$ cat config.mk
export PLATFORM = sky130hd
export DESIGN_NAME = dac_ctl_flat
export DESIGN_NICKNAME = d
export VERILOG_FILES = /design/src/rtl/dac_ctl_if.sv /design/src/rtl/dac_ctl.sv /design/src/flat_wrapper.sv
export SDC_FILE = /design/constraint.sdc
export NUM_CORES = 1
export LEC_CHECK = 0
export ABC_CLOCK_PERIOD_IN_PS = 2250
export CORE_MARGIN = 1.5
export CORE_UTILIZATION = 45
export CTS_CLUSTER_SIZE = 30
export DETAILED_ROUTE_END_ITERATION = 16
export GPL_TIMING_DRIVEN = 0
export PLACE_DENSITY = 0.69
export SLEW_MARGIN = 20
export SYNTH_ARGS = -nofsm -noshare
export SYNTH_HDL_FRONTEND = slang
export SYNTH_SLANG_ARGS = --single-unit
$ cat constraint.sdc
create_clock -name clk -period 2.25 [get_ports clk]
set_clock_uncertainty 0.2 [all_clocks]
set_input_delay 0.675 -clock clk [delete_from_list [all_inputs] [get_ports clk]]
set_output_delay 0.675 -clock clk [all_outputs]
set_load 0.005 [all_outputs]
$ cat src/rtl/dac_ctl_if.sv
// rtl/dac_ctl_if.sv - request handshake and SPI pins of the DAC write controller
interface dac_ctl_if #(
    parameter int DATA_W = 10
);
    logic [DATA_W-1:0] din;
    logic              dvalid;
    logic              busy;
    logic              spi_cs_n;
    logic              spi_sck;
    logic              spi_sdi;
    logic              spi_ldac_n;

    modport master (
        output din, dvalid,
        input  busy, spi_cs_n, spi_sck, spi_sdi, spi_ldac_n
    );

    modport slave (
        input  din, dvalid,
        output busy, spi_cs_n, spi_sck, spi_sdi, spi_ldac_n
    );
endinterface

$ cat src/rtl/dac_ctl.sv
// rtl/dac_ctl.sv - single-word SPI mode-0 writer for a 16-bit-frame DAC with LDAC latch pulse
module dac_ctl #(
    parameter int DATA_W   = 10,
    parameter int SCK_HALF = 2
) (
    input  logic     clk,
    input  logic     rst,
    dac_ctl_if.slave bus
);
    localparam logic [2:0] S_IDLE  = 3'd0;
    localparam logic [2:0] S_SETUP = 3'd1;
    localparam logic [2:0] S_SHIFT = 3'd2;
    localparam logic [2:0] S_HOLD  = 3'd3;
    localparam logic [2:0] S_GAP   = 3'd4;
    localparam logic [2:0] S_LDAC  = 3'd5;

    // Phase counter must also reach 1 for the two-cycle GAP and LDAC states.
    localparam int             PH_W    = (SCK_HALF > 2) ? $clog2(SCK_HALF) : 1;
    localparam logic [PH_W-1:0] PH_LAST = PH_W'(SCK_HALF - 1);
    localparam logic [PH_W-1:0] PH_ONE  = PH_W'(1);

    logic [2:0]      state;
    logic [PH_W-1:0] ph;
    logic [3:0]      bit_cnt;
    logic [15:0]     shreg;
    logic            cs_n_r;
    logic            sck_r;
    logic            sdi_r;
    logic            ldac_n_r;
    logic            busy_r;
    logic [15:0]     cmd_word;

    // Write command, unbuffered, 1x gain, active; code left-justified in 12 bits.
    assign cmd_word = {4'b0011, 12'(bus.din) << (12 - DATA_W)};

    always_ff @(posedge clk or posedge rst) begin
        if (rst) begin
            state    <= S_IDLE;
            ph       <= '0;
            bit_cnt  <= '0;
            shreg    <= '0;
            cs_n_r   <= 1'b1;
            sck_r    <= 1'b0;
            sdi_r    <= 1'b0;
            ldac_n_r <= 1'b1;
            busy_r   <= 1'b0;
        end else begin
            case (state)
                S_IDLE: begin
                    if (bus.dvalid) begin
                        // shreg holds the bits still to be sent after the one on sdi
                        shreg  <= {cmd_word[14:0], 1'b0};
                        sdi_r  <= cmd_word[15];
                        cs_n_r <= 1'b0;
                        busy_r <= 1'b1;
                        state  <= S_SETUP;
                    end
                end
                S_SETUP: begin
                    ph      <= '0;
                    bit_cnt <= '0;
                    state   <= S_SHIFT;
                end
                S_SHIFT: begin
                    if (ph == PH_LAST) begin
                        ph <= '0;
                        if (!sck_r) begin
                            sck_r <= 1'b1;
                        end else begin
                            // sdi only moves together with the falling sck edge
                            sck_r <= 1'b0;
                            if (bit_cnt == 4'd15) begin
                                sdi_r <= 1'b0;
                                state <= S_HOLD;
                            end else begin
                                bit_cnt <= bit_cnt + 4'd1;
                                sdi_r   <= shreg[15];
                                shreg   <= {shreg[14:0], 1'b0};
                            end
                        end
                    end else begin
                        ph <= ph + 1'b1;
                    end
                end
                S_HOLD: begin
                    cs_n_r <= 1'b1;
                    ph     <= '0;
                    state  <= S_GAP;
                end
                S_GAP: begin
                    if (ph == PH_ONE) begin
                        ph       <= '0;
                        ldac_n_r <= 1'b0;
                        state    <= S_LDAC;
                    end else begin
                        ph <= ph + 1'b1;
                    end
                end
                S_LDAC: begin
                    if (ph == PH_ONE) begin
                        ph       <= '0;
                        ldac_n_r <= 1'b1;
                        busy_r   <= 1'b0;
                        state    <= S_IDLE;
                    end else begin
                        ph <= ph + 1'b1;
                    end
                end
                default: begin
                    state    <= S_IDLE;
                    ph       <= '0;
                    cs_n_r   <= 1'b1;
                    sck_r    <= 1'b0;
                    sdi_r    <= 1'b0;
                    ldac_n_r <= 1'b1;
                    busy_r   <= 1'b0;
                end
            endcase
        end
    end

    assign bus.spi_cs_n   = cs_n_r;
    assign bus.spi_sck    = sck_r;
    assign bus.spi_sdi    = sdi_r;
    assign bus.spi_ldac_n = ldac_n_r;
    assign bus.busy       = busy_r;
endmodule

$ cat src/flat_wrapper.sv
// flat-port wrapper written by rule: the top's interface ports become plain ports
module dac_ctl_flat 
#(
    parameter int DATA_W   = 10,
    parameter int SCK_HALF = 2
)
  (clk, rst, bus_din, bus_dvalid, bus_busy, bus_spi_cs_n, bus_spi_sck, bus_spi_sdi, bus_spi_ldac_n);
  dac_ctl_if #(.DATA_W(DATA_W)) bus_i ();
  input  logic clk;
  input  logic rst;
  input wire logic [$bits(bus_i.din)-1:0] bus_din;
  input wire logic [$bits(bus_i.dvalid)-1:0] bus_dvalid;
  output wire logic [$bits(bus_i.busy)-1:0] bus_busy;
  output wire logic [$bits(bus_i.spi_cs_n)-1:0] bus_spi_cs_n;
  output wire logic [$bits(bus_i.spi_sck)-1:0] bus_spi_sck;
  output wire logic [$bits(bus_i.spi_sdi)-1:0] bus_spi_sdi;
  output wire logic [$bits(bus_i.spi_ldac_n)-1:0] bus_spi_ldac_n;
  assign bus_i.din = bus_din;
  assign bus_i.dvalid = bus_dvalid;
  assign bus_busy = bus_i.busy;
  assign bus_spi_cs_n = bus_i.spi_cs_n;
  assign bus_spi_sck = bus_i.spi_sck;
  assign bus_spi_sdi = bus_i.spi_sdi;
  assign bus_spi_ldac_n = bus_i.spi_ldac_n;
  dac_ctl #(.DATA_W(DATA_W), .SCK_HALF(SCK_HALF)) u_core (.clk(clk), .rst(rst), .bus(bus_i));
endmodule
==> flow_summary.yaml <==
pwr:
  cellPowerDensity_nw_per_um2: 462
  leakagePower_nw: 0.696
  worst_ir_drop_vdd_uv: 310
synth:
  syn-mean-instance-area_sq_um: 9.31
  synth_seq_cells: 26
  count_of_flip_flops_with_a_built_in_enable_after_synthesis: 0
  netlist_area_sq_um: 1400
  synth_top_area_cells: "dfrtp_1, a21oi_1, o22ai_1, nand2_1, dfstp_2"
  seq_area_frac_synth: 0.468
  area_fraction_of_the_dominant_cell_type_after_synthesis: 0.430
  yosysUniqueCellTypes: 42
  yosysTopAreaCell: "dfrtp_1"
  synthesis.yosys.warnings: 0
  number_of_nets_in_the_synthesized_netlist: 164
  netlist_instances: 150
  synth_async_sr_flop_share: 1.00
  synth_flop_cell: "dfrtp_1"
setup_path:
  timing.critical_path.cells: "clkdlybuf4s50_1"
  critical_path_class: "flip-flop to primary output"
  largest_fanout_of_any_net_on_the_critical_path: 7
  buffering_stage_count_on_the_worst_path_with_inverters_included: 1
  critical-path-top-delay-family: "buffers and inverters"
  setup.worst_path.end_class: "primary output"
  cp.depth: 1
  worst_path_largest_cell_delay_ps: 520
  arrival_ps: 1310
  worstPathRequired_ps: 1370
  crit_path_top_delay_cell: "clkdlybuf4s50_1"
  worstSetupStartpointType: "flip-flop"
  timing.reg2reg.worst_path_depth: 6
global_routing:
  first_global_vias: 1134
  gr-usage-all-layers: 0.189
  grt.overflow.total: 0
  antenna_found_initial: 0
  grt_pass1_wl_mm: 4.91
  grt_start_max_net_pins: 27
clock_tree:
  clk_pin_slew_ps: 140
  clk-insertion-delay-late_ps: 340
  cts_buffers: 3
  clock_path_buffers: 2
  cts_tree: "built"
  postCtsSetupRepairBufs: 0
  cts_num_sinks: 26
  cts_max_level: 1
  clockRootBuffer: "clkbuf_4"
timing:
  timing.setup.tns_ps: 0
  final_count_of_hold_timing_violations: 0
  relSlewSlack: 0.387
  tightest_slew_ps: 914
  grt_setup_unrepaired: "false"
  setup_viol: 0
  finalMaxSlewViolations: 0
  fmax_ghz: 0.457
  clock_period_minus_final_worst_setup_slack_ps: 2190
  period_share: 0.972
detailed_routing:
  route.final.wire_length_mm: 2.96
  detail-route-antenna-nets: 0
  iter_0_drt_violations: 33
  vias: 1153
  detailed_routing_iterations_pass_1: 4
  viasPerCell: 5.68
  post_drt_wl_per_cell_um: 14.6
  drcViolationCount: 0
flow_run:
  cap_violations: 0
layout:
  area_delta_synth_final_pct: 16.9
  antenna-diode-count: 0
  finish.instance_area_sq_um: 1630
  layout.cells.most_common: "dfrtp_1"
  drive_gt1_frac: 0.124
  final_cell_mix: "dfrtp_1, a21oi_1, nand2_1"
  fin_nets: 185
  finalCoreUtilization: 0.544
floorplanning:
  site_rows: 20
  ios: 18
  die-height_um: 58.7
  design.die.area_sq_um: 3450
  initial_core_util: 0.465
  die-width_um: 58.7
  core_sq_um: 3000
placed_design:
  gpl.final_weighted_congestion: 0.772
  dp_hpwl_mm: 2.14
  postPlaceCellArea_sq_um: 1600
  place.port_buffers: 16
status:
  outcome: "completed"
hold_path:
  holdCritPathClass: "flip-flop to flip-flop"
  number_of_stages_on_the_worst_hold_path: 2
-- metal layers --
| metal | vias to the layer above | global-route usage | part of all wire |
|---|---|---|---|
| li1 | 583 | - | - |
| met1 | 544 | 0.221 | 0.45 |
| met5 | - | 0 | 0 |
| met4 | 0 | 0.0909 | 0.020 |
| met3 | 7 | 0.0242 | 0.030 |
| met2 | 19 | 0.342 | 0.50 |
-- synth_stat cells (all sizes together), types with 2 or more instances --
library cell  instances
dfrtp                24
nor2                  8
mux2i                 2
o21ai                 4
buf                  10
o22ai                12
o31ai                 3
nand2                18
nand3b                2
o211ai                2
o22a                  2
inv                   7
nor2b                 3
o21bai                2
a21oi                21
and2                  2
clkbuf                2
dfstp                 2
nand3                 7
-- per-stage QoR --
step | total power [mW] | setup slack, ps | std cells | hold slack, ps
after floorplan | 0.491 | 421 | 150 | 248
after global placement | 0.515 | 166 | 199 | 252
after detailed placement | 0.516 | 126 | 199 | 248
after CTS | 0.760 | 63.4 | 203 | 273
after global routing | 0.780 | 23.6 | 203 | 286
final | 0.754 | 62.0 | 203 | 269
-- state kept, by name, indices dropped and copies added, names as in the netlist --
signal	flops
u_core.shreg	13
u_core.bit_cnt	4
u_core.state	3
u_core.bus.busy	1
u_core.bus.spi_cs_n	1
u_core.bus.spi_ldac_n	1
u_core.bus.spi_sck	1
u_core.bus.spi_sdi	1
u_core.ph	1
-- power breakdown --
group          total [mW]  switching, mW  leakage (nW)  internal [mW]
Sequential          0.469       0.000710         0.327          0.469
Clock               0.248          0.148        0.0210         0.0994
Combinational      0.0375         0.0160         0.348         0.0215
-- cell type report --
class                   count  area (sq um)
multi-input cells         105           647
inverters                   7          26.3
fillers                   295          1370
clock buffers               4          36.3
flip-flops and latches     26           654
well taps                  33          41.3
plain buffers              12          70.1
repair buffers             16           158
-- cells by family after synthesis --
group,after synthesis,synth area share
AO/OA/AOI/OAI,57,0.266
AND/OR/NAND/NOR,43,0.159
flip-flops,26,0.468
buffers and inverters,19,0.0690
multiplexers,3,0.0224
XOR/XNOR,1,0.00627
adder cells (fa/ha/maj),1,0.00896
-- worst min-delay path: cells and delay by family, from the launching register on --
family | cells | cell delay [ps]
buf+inv | 1 | 40
compound gates | 1 | 50
flops | 1 | 390
-- final timing paths --
| check | end | from | slack [ps] |
|---|---|---|---|
| worst max-delay path | bus_spi_sck | u_core.bus.spi_sck$_DFFE_PP0P_ | 60 |
| worst min-delay path | u_core.bus.spi_ldac_n$_DFFE_PP1P_ | u_core.bus.spi_ldac_n$_DFFE_PP1P_ | 270 |
| worst min register to register | u_core.bus.spi_ldac_n$_DFFE_PP1P_ | u_core.bus.spi_ldac_n$_DFFE_PP1P_ | 270 |
| max in group asynchronous | u_core.bus.spi_sck$_DFFE_PP0P_ | rst | 880 |
| min in group asynchronous | u_core.bus.spi_sdi$_DFFE_PP0P_ | rst | 510 |
| worst max register to register | u_core.shreg[3]$_DFFE_PP0P_ | u_core.bit_cnt[0]$_DFFE_PP0P_ | 390 |
-- repair_timing --
item | 4_1_cts | 5_1_grt
setup endpoints to repair | 3 | 0
hold buffers | 0 | 0
resized for setup | 3 | 0
(Power assumes the default switching activity.)
